`config.mk`:
```
export PLATFORM = sky130hd
export DESIGN_NAME = cart_bus_responder
export DESIGN_NICKNAME = d
export VERILOG_FILES = /design/src/rtl/cart_pkg.sv /design/src/rtl/cart_pin_sync.sv /design/src/rtl/cart_bus_responder.sv
export SDC_FILE = /design/constraint.sdc
export NUM_CORES = 1
export LEC_CHECK = 0
export BUFFER_PORTS_ARGS = -buffer_cell sky130_fd_sc_hd__buf_2
export CORE_ASPECT_RATIO = 0.75
export CORE_UTILIZATION = 61
export CTS_CLUSTER_DIAMETER = 200
export DETAILED_ROUTE_END_ITERATION = 8
export GPL_ROUTABILITY_DRIVEN = 0
export PLACE_DENSITY = 0.89
export SYNTH_ARGS = -nofsm -noshare
export SYNTH_HDL_FRONTEND = slang
export SYNTH_HIERARCHICAL = 1
export SYNTH_SLANG_ARGS = --single-unit
```
`constraint.sdc`:
```
create_clock -name hclk -period 7.7 [get_ports hclk]
set_input_delay 1.925 -clock hclk [delete_from_list [all_inputs] [get_ports hclk]]
set_output_delay 1.925 -clock hclk [all_outputs]
set_load 0.1 [all_outputs]
```
`src/rtl/cart_pkg.sv`:
```
// Shared types and constants for the MBC5 cartridge bus responder.
package cart_pkg;

  // IDLE wait for bus | SETTLE debounce pins | FETCH read outstanding | HOLD drive bus | WRITE SRAM store
  typedef enum logic [2:0] {ST_IDLE, ST_SETTLE, ST_FETCH, ST_HOLD, ST_WRITE} cart_state_e;

  localparam int unsigned ADDR_W = 23;

  localparam logic [15:0] ROM0_LIMIT = 16'h3FFF;
  localparam logic [15:0] ROMX_BASE  = 16'h4000;
  localparam logic [15:0] ROMX_LIMIT = 16'h7FFF;
  localparam logic [15:0] SRAM_BASE  = 16'hA000;
  localparam logic [15:0] SRAM_LIMIT = 16'hBFFF;

  localparam logic [15:0] MBC_RAMEN_LIMIT   = 16'h1FFF;
  localparam logic [15:0] MBC_ROMB_LO_LIMIT = 16'h2FFF;
  localparam logic [15:0] MBC_ROMB_HI_LIMIT = 16'h3FFF;
  localparam logic [15:0] MBC_RAMB_LIMIT    = 16'h5FFF;

  localparam logic [3:0] RAM_EN_KEY = 4'hA;

endpackage

```
`src/rtl/cart_pin_sync.sv`:
```
// Two-flop synchronisers for the cartridge pins, with strobe edge and pin-change detection.
module cart_pin_sync (
  input  logic        hclk,
  input  logic        rst,
  input  logic [15:0] cart_a,
  input  logic        cart_cs_n,
  input  logic        cart_rd_n,
  input  logic        cart_wr_n,
  input  logic [7:0]  cart_d_in,
  output logic [15:0] a_s,
  output logic        cs_n_s,
  output logic        rd_n_s,
  output logic        wr_n_s,
  output logic [7:0]  d_s,
  output logic        rd_fall,
  output logic        wr_rise,
  output logic        a_chg,
  output logic        any_chg
);

  // strobes idle high so leaving reset does not look like a bus edge
  localparam logic [26:0] PIN_RST  = {16'h0000, 3'b111, 8'h00};
  localparam logic [18:0] PREV_RST = {16'h0000, 3'b111};

  logic [26:0] meta_q, meta_d, sync_q, sync_d;
  logic [18:0] prev_q, prev_d;

  always_comb begin
    meta_d = {cart_a, cart_cs_n, cart_rd_n, cart_wr_n, cart_d_in};
    sync_d = meta_q;
    prev_d = sync_q[26:8];
  end

  always_ff @(posedge hclk or posedge rst) begin
    if (rst) begin
      meta_q <= PIN_RST;
      sync_q <= PIN_RST;
      prev_q <= PREV_RST;
    end else begin
      meta_q <= meta_d;
      sync_q <= sync_d;
      prev_q <= prev_d;
    end
  end

  assign {a_s, cs_n_s, rd_n_s, wr_n_s, d_s} = sync_q;
  assign rd_fall = prev_q[1] & ~rd_n_s;
  assign wr_rise = ~prev_q[0] & wr_n_s;
  assign a_chg   = prev_q[18:3] != a_s;
  assign any_chg = prev_q != sync_q[26:8];

endmodule

```
`src/rtl/cart_bus_responder.sv`:
```
// MBC5 cartridge responder: synchronised bus decode, bank registers and a req/ack fetch FSM.
// Build option CART_RUMBLE_EN adds the rumble output (ram_bank[3]) and limits RAM banking to bits [2:0].
module cart_bus_responder
  import cart_pkg::*;
#(
  parameter int unsigned SETTLE        = 2,
  parameter int unsigned ROM_BANK_BITS = 9,
  parameter int unsigned RAM_BANK_BITS = 4
) (
  input  logic        hclk,
  input  logic        gbreset,
  input  logic [15:0] cart_a,
  input  logic        cart_cs_n,
  input  logic        cart_rd_n,
  input  logic        cart_wr_n,
  input  logic [7:0]  cart_d_in,
  output logic [7:0]  cart_d_out,
  output logic        cart_d_oe,
  output logic        mem_req,
  output logic        mem_we,
  output logic        mem_sel_ram,
  output logic [22:0] mem_addr,
  output logic [7:0]  mem_wdata,
  input  logic        mem_ack,
  input  logic [7:0]  mem_rdata,
  output logic        ram_en
`ifdef CART_RUMBLE_EN
  ,
  output logic        rumble
`endif
);

  localparam int unsigned CNT_W = $clog2(SETTLE) + 1;
  localparam logic [CNT_W-1:0] CNT_LOAD = CNT_W'(SETTLE - 1);

  logic [15:0] a_s;
  logic        cs_n_s, rd_n_s, wr_n_s, rd_fall, wr_rise, a_chg, any_chg;
  logic [7:0]  d_s;

  cart_pin_sync u_sync (
    .hclk(hclk), .rst(gbreset),
    .cart_a(cart_a), .cart_cs_n(cart_cs_n), .cart_rd_n(cart_rd_n), .cart_wr_n(cart_wr_n),
    .cart_d_in(cart_d_in),
    .a_s(a_s), .cs_n_s(cs_n_s), .rd_n_s(rd_n_s), .wr_n_s(wr_n_s), .d_s(d_s),
    .rd_fall(rd_fall), .wr_rise(wr_rise), .a_chg(a_chg), .any_chg(any_chg)
  );

  cart_state_e              state_q, state_d;
  logic [CNT_W-1:0]         cnt_q, cnt_d;
  logic                     req_q, req_d, we_q, we_d, sel_q, sel_d;
  logic [ADDR_W-1:0]        addr_q, addr_d, pwa_q, pwa_d;
  logic [7:0]               wdata_q, wdata_d, dout_q, dout_d, wd_q, wd_d, pwd_q, pwd_d;
  logic                     stale_q, stale_d, pw_q, pw_d;
  logic [ROM_BANK_BITS-1:0] rom_bank_q, rom_bank_d;
  logic [RAM_BANK_BITS-1:0] ram_bank_q, ram_bank_d, ram_bank_eff;
  logic                     ram_en_q, ram_en_d;
  logic                     rom0, romx, sram, hit, ack, wr_sram, rd_cycle;
  logic [ADDR_W-1:0]        rd_addr, ram_addr;

  always_comb begin
    rom0 = a_s <= ROM0_LIMIT;
    romx = (a_s >= ROMX_BASE) && (a_s <= ROMX_LIMIT);
    sram = (a_s >= SRAM_BASE) && (a_s <= SRAM_LIMIT) && !cs_n_s && ram_en_q;
    hit  = rom0 | romx | sram;
    ram_bank_eff = ram_bank_q;
`ifdef CART_RUMBLE_EN
    ram_bank_eff[RAM_BANK_BITS-1:3] = '0;
`endif
    ram_addr = ADDR_W'({ram_bank_eff, a_s[12:0]});
    if (sram)      rd_addr = ram_addr;
    else if (romx) rd_addr = ADDR_W'({rom_bank_q, a_s[13:0]});
    else           rd_addr = ADDR_W'({{ROM_BANK_BITS{1'b0}}, a_s[13:0]});
    ack      = mem_ack & req_q;
    wr_sram  = wr_rise & sram;
    rd_cycle = !rd_n_s & wr_n_s;
  end

  // bus data is sampled continuously while WR is low; the register update uses the last sample
  always_comb begin
    wd_d       = wr_n_s ? wd_q : d_s;
    rom_bank_d = rom_bank_q;
    ram_bank_d = ram_bank_q;
    ram_en_d   = ram_en_q;
    if (wr_rise && !a_s[15]) begin
      if (a_s <= MBC_RAMEN_LIMIT)        ram_en_d = wd_q[3:0] == RAM_EN_KEY;
      else if (a_s <= MBC_ROMB_LO_LIMIT) rom_bank_d[7:0] = wd_q;
      else if (a_s <= MBC_ROMB_HI_LIMIT) rom_bank_d[ROM_BANK_BITS-1] = wd_q[0];
      else if (a_s <= MBC_RAMB_LIMIT)    ram_bank_d = wd_q[RAM_BANK_BITS-1:0];
    end
  end

  always_comb begin
    state_d = state_q;
    cnt_d   = cnt_q;
    stale_d = stale_q;
    dout_d  = dout_q;
    pw_d    = pw_q;
    pwa_d   = pwa_q;
    pwd_d   = pwd_q;
    req_d   = req_q & ~ack;
    we_d    = we_q;
    sel_d   = sel_q;
    addr_d  = addr_q;
    wdata_d = wdata_q;
    // SRAM writes are parked here so a read in flight can finish before the store issues
    if (wr_sram) begin
      pw_d  = 1'b1;
      pwa_d = ram_addr;
      pwd_d = wd_q;
    end
    case (state_q)
      ST_IDLE: begin
        if (wr_sram) state_d = ST_WRITE;
        else if (rd_cycle && (a_chg || rd_fall)) begin
          state_d = ST_SETTLE;
          cnt_d   = CNT_LOAD;
        end
      end
      ST_SETTLE: begin
        if (wr_sram)              state_d = ST_WRITE;
        else if (!rd_cycle)       state_d = ST_IDLE;
        else if (any_chg)         cnt_d = CNT_LOAD;
        else if (cnt_q != '0)     cnt_d = cnt_q - 1'b1;
        else if (hit) begin
          state_d = ST_FETCH;
          req_d   = 1'b1;
          we_d    = 1'b0;
          sel_d   = sram;
          addr_d  = rd_addr;
          stale_d = 1'b0;
        end else                  state_d = ST_IDLE;
      end
      ST_FETCH: begin
        if (a_chg) stale_d = 1'b1;
        if (ack) begin
          if (pw_d)                      state_d = ST_WRITE;
          else if (!rd_cycle)            state_d = ST_IDLE;
          else if (stale_q || a_chg) begin
            state_d = ST_SETTLE;
            cnt_d   = CNT_LOAD;
          end else begin
            dout_d  = mem_rdata;
            state_d = ST_HOLD;
          end
        end
      end
      ST_HOLD: begin
        if (wr_sram)        state_d = ST_WRITE;
        else if (!rd_cycle) state_d = ST_IDLE;
        else if (a_chg) begin
          state_d = ST_SETTLE;
          cnt_d   = CNT_LOAD;
        end
      end
      ST_WRITE: begin
        if (pw_q && !req_q) begin
          req_d   = 1'b1;
          we_d    = 1'b1;
          sel_d   = 1'b1;
          addr_d  = pwa_q;
          wdata_d = pwd_q;
          pw_d    = 1'b0;
        end else if (!pw_q && ack) state_d = ST_IDLE;
      end
      default: state_d = ST_IDLE;
    endcase
  end

  always_ff @(posedge hclk or posedge gbreset) begin
    if (gbreset) begin
      state_q    <= ST_IDLE;
      cnt_q      <= '0;
      stale_q    <= 1'b0;
      dout_q     <= '0;
      pw_q       <= 1'b0;
      pwa_q      <= '0;
      pwd_q      <= '0;
      req_q      <= 1'b0;
      we_q       <= 1'b0;
      sel_q      <= 1'b0;
      addr_q     <= '0;
      wdata_q    <= '0;
      wd_q       <= '0;
      rom_bank_q <= ROM_BANK_BITS'(1);
      ram_bank_q <= '0;
      ram_en_q   <= 1'b0;
    end else begin
      state_q    <= state_d;
      cnt_q      <= cnt_d;
      stale_q    <= stale_d;
      dout_q     <= dout_d;
      pw_q       <= pw_d;
      pwa_q      <= pwa_d;
      pwd_q      <= pwd_d;
      req_q      <= req_d;
      we_q       <= we_d;
      sel_q      <= sel_d;
      addr_q     <= addr_d;
      wdata_q    <= wdata_d;
      wd_q       <= wd_d;
      rom_bank_q <= rom_bank_d;
      ram_bank_q <= ram_bank_d;
      ram_en_q   <= ram_en_d;
    end
  end

  assign cart_d_out  = dout_q;
  assign cart_d_oe   = rd_cycle & hit & (state_q == ST_HOLD);
  assign mem_req     = req_q;
  assign mem_we      = we_q;
  assign mem_sel_ram = sel_q;
  assign mem_addr    = addr_q;
  assign mem_wdata   = wdata_q;
  assign ram_en      = ram_en_q;
`ifdef CART_RUMBLE_EN
  assign rumble      = ram_bank_q[3];
`endif

endmodule

```
==> results.sh <==
export IMPL_routed_via_density=5.56
export IMPL_ys_ff_latch=169
export IMPL_grt_pass1_wl_mm=20.0
export IMPL_fp_dieH_um=89.7
export IMPL_io_pins=82
export IMPL_n_fill_cell=594
export IMPL_cts_sinks=169
export IMPL_timing_fmax_mhz=238
export IMPL_p_per_area_mw_per_mm2=269
export IMPL_drv_slew=0
export IMPL_post_drt_wl_per_cell_um=16.9
export IMPL_port_buffers=81
export IMPL_async_reset_ff_share_pct=100
export IMPL_die_w_um=119
export IMPL_synth_nets=542
export IMPL_cts_root_buf="clkbuf_16"
export IMPL_worst_setup_path_type="register to output pin"
export IMPL_finalCritPeriodShare_pct=54.6
export IMPL_fin_skew_ns=0.0119
export IMPL_rr_worst_depth=8
export IMPL_cts_max_level=4
export IMPL_arrival_ns=2.28
export IMPL_n_antenna_cell=0
export IMPL_core_area_mm2=0.00981
export IMPL_fin_tns_setup_ns=0
export IMPL_clk_pin_slew_ns=0.06
export IMPL_syn_instance_count=501
export IMPL_yosysTopAreaCell="dfrtp_1"
export IMPL_drv_cap=0
export IMPL_grt_ovfl_total=0
export IMPL_initial_utilization_pct=63.7
export IMPL_r2r_end="mem_addr[15]$_DFFE_PP0P_"
export IMPL_synth_cell_types=50
export IMPL_worstMarginPinSlew_ns=1.17
export IMPL_hpwl_mm=7.76
export IMPL_area_growth_pct=18.2
export IMPL_dieArea_mm2=0.0107
export IMPL_crit_required_ns=5.78
export IMPL_grt_antenna_before_repair=0
export IMPL_synth_edf_count=0
export IMPL_crit_path_start_kind="register"
export IMPL_irDropWorstVdd_mv=0.206
export IMPL_setup_viol=0
export IMPL_drt_total_wl_mm=12.3
export IMPL_relSlewSlack_pct=22.0
export IMPL_cts_resized=0
export IMPL_holdCritPathClass="register to register"
export IMPL_timing_final_ws_setup_ns=3.49
export IMPL_synth_top_area_share_pct=63.7
export IMPL_synth_area_mm2=0.00625
export IMPL_grt_usage_pct=25.2
export IMPL_post_cts_buffers=0
export IMPL_postCtsHoldBufs=0
export IMPL_drc=0
export IMPL_drtIter0Drc=378
export IMPL_yosys_warnings=6
export IMPL_clockBufferDepth=2
export IMPL_post_place_ws_ns=3.98
export IMPL_fin_nets=623
export IMPL_cts_tree="yes"
export IMPL_critPathLaunch="u_sync/sync_q[25]$_DFF_PP0_"
export IMPL_r2r_start="u_sync/sync_q[26]$_DFF_PP0_"
export IMPL_rows=31
export IMPL_dr_total_vias=4037
export IMPL_min_period_ns=4.21
export IMPL_worst_setup_path_end_kind="output pin"
export IMPL_status="finished clean"
export IMPL_p_leak_nw=3.73
export IMPL_hold_viol=0
export IMPL_dr_pass1_iters=5
export IMPL_avgSynthCellArea_um2=12.5
export IMPL_cts_buffers=17
export IMPL_cp_max_fo=7
export IMPL_synth_main_ff_cell="dfrtp_1"
export IMPL_clk_latency_ns=0.43
export IMPL_power_mw=1.98
export IMPL_grt_max_degree=76
export IMPL_yosys_top_cells_area="dfrtp_1, nand2_1, mux2_2, dfstp_2, o21ai_0"
export IMPL_grt_pass1_vias=4042
export IMPL_drive_above_1_share_pct=27.1
export IMPL_regToRegSetupSlack_ns=3.99
export IMPL_synth_seq_area_share_pct=67.9
export IMPL_rsz0062_at_grt="false"
export IMPL_drtAntennaViolNets=0
export IMPL_critPathCapture="cart_d_oe"
-- worst max-delay path, cell delays in order (launching register included) --
cell and delay (ns):
dfrtp_1 0.48, nor4bb_4 0.46, o2111a_1 0.33, and2_1 0.15, buf_2 0.42
-- cells by family after synthesis --
group,Yosys count,share of synthesized area (%)
AO/OA/AOI/OAI,56,5.53
XOR/XNOR,17,2.38
adder cells (fa/ha/maj),3,0.601
buffers and inverters,32,2.42
flip-flops,169,67.9
multiplexers,43,7.45
AND/OR/NAND/NOR,181,13.7
-- per-stage QoR --
step | hold slack, ns | util (%) | instance area, um2 | cells
floorplan | 0.331 | - | 6250 | 501
global placement | 0.333 | 68.6 | 6740 | 695
detailed placement | 0.335 | 68.6 | 6740 | 695
CTS | 0.348 | 75.3 | 7390 | 726
global route | 0.350 | 75.3 | 7390 | 726
finish | 0.346 | 75.3 | 7390 | 726
-- state kept, by name, indices dropped and copies added, names as in the netlist --
name	flops
cart_d_out	8
cnt_q	2
mem_addr	23
mem_req	1
mem_sel_ram	1
mem_wdata	8
mem_we	1
pw_q	1
pwa_q	17
pwd_q	8
ram_bank_eff	4
ram_en	1
rom_bank_q	9
stale_q	1
state_q	3
u_sync/meta_q	27
u_sync/prev_q	19
u_sync/sync_q	27
wd_q	8
-- synthesized netlist by cell type (3+ instances only) --
master	n
dfstp_2	10
a221o_1	3
mux2i_1	15
a21oi_1	7
and2_1	3
and3_1	3
nor3b_1	4
buf_2	7
dfrtp_1	159
clkbuf_1	10
xor2_1	17
inv_1	11
ha_1	3
nor2_1	5
o21ai_0	31
nand2_1	136
nor4_1	5
mux2_2	28
nor3_1	4
-- cells in the final DEF, fill, tap and decap left out, types with 3 or more instances in the layout --
cell        netlist  routed
nor3b_1           4       4
buf_2             7      81
and3_1            3       3
nor4_1            5       5
bufinv_16         0       5
clkbuf_16         0      17
mux2i_1          15      15
a221o_1           3       3
ha_1              3       3
a21oi_1           7       7
inv_1            11       9
dfrtp_1         159     159
nand2_1         136     136
xor2_1           17      17
mux2_2           28      28
nor3_1            4       4
o21ai_0          31      31
nor2_1            5       5
clkinvlp_4        0       3
dfstp_2          10      10
and2_1            3       3
-- area by class of cell --
| class | instances | area, um2 | share of cell area [%] |
|---|---|---|---|
| clock buffers | 20 | 457 | 6.18 |
| flip-flops and latches | 169 | 4240 | 57.4 |
| well taps | 132 | 165 | 2.24 |
| multi-input cells | 300 | 1860 | 25.2 |
| clock inverters | 11 | 195 | 2.64 |
| inverters | 11 | 43.8 | 0.593 |
| repair buffers | 83 | 420 | 5.69 |
-- metal layers --
metal	GRT usage (%)	wire length [um]	vias to the layer above
met5	0	0	-
met4	11.4	207	0
met3	6.31	600	24
met2	41.4	6170	128
met1	32.8	5280	2045
li1	-	-	1840
-- where the power goes --
group          internal [mW]  switching [mW]  leakage [nW]  total, mW
logic                 0.0410          0.0494          1.29     0.0904
clock network          0.591           0.328         0.308      0.919
registers              0.937          0.0379          2.13      0.975
total                   1.57           0.415          3.73       1.98
-- worst min path at each step --
stage                           startpoint                           to  slack [ns]  cells past startpoint
2_1_floorplan   u_sync/meta_q[0]$_DFF_PP0_   u_sync/sync_q[0]$_DFF_PP0_        0.33                      0
3_3_place_gp   u_sync/meta_q[17]$_DFF_PP0_  u_sync/sync_q[17]$_DFF_PP0_        0.33                      0
3_5_place_dp   u_sync/meta_q[14]$_DFF_PP0_  u_sync/sync_q[14]$_DFF_PP0_        0.33                      0
4_1_cts        u_sync/meta_q[14]$_DFF_PP0_  u_sync/sync_q[14]$_DFF_PP0_        0.35                      0
5_1_grt        u_sync/meta_q[14]$_DFF_PP0_  u_sync/sync_q[14]$_DFF_PP0_        0.35                      0
6_report       u_sync/meta_q[18]$_DFF_PP0_  u_sync/sync_q[18]$_DFF_PP0_        0.35                      0
No activity file was read; power rests on OpenSTA's default activity.
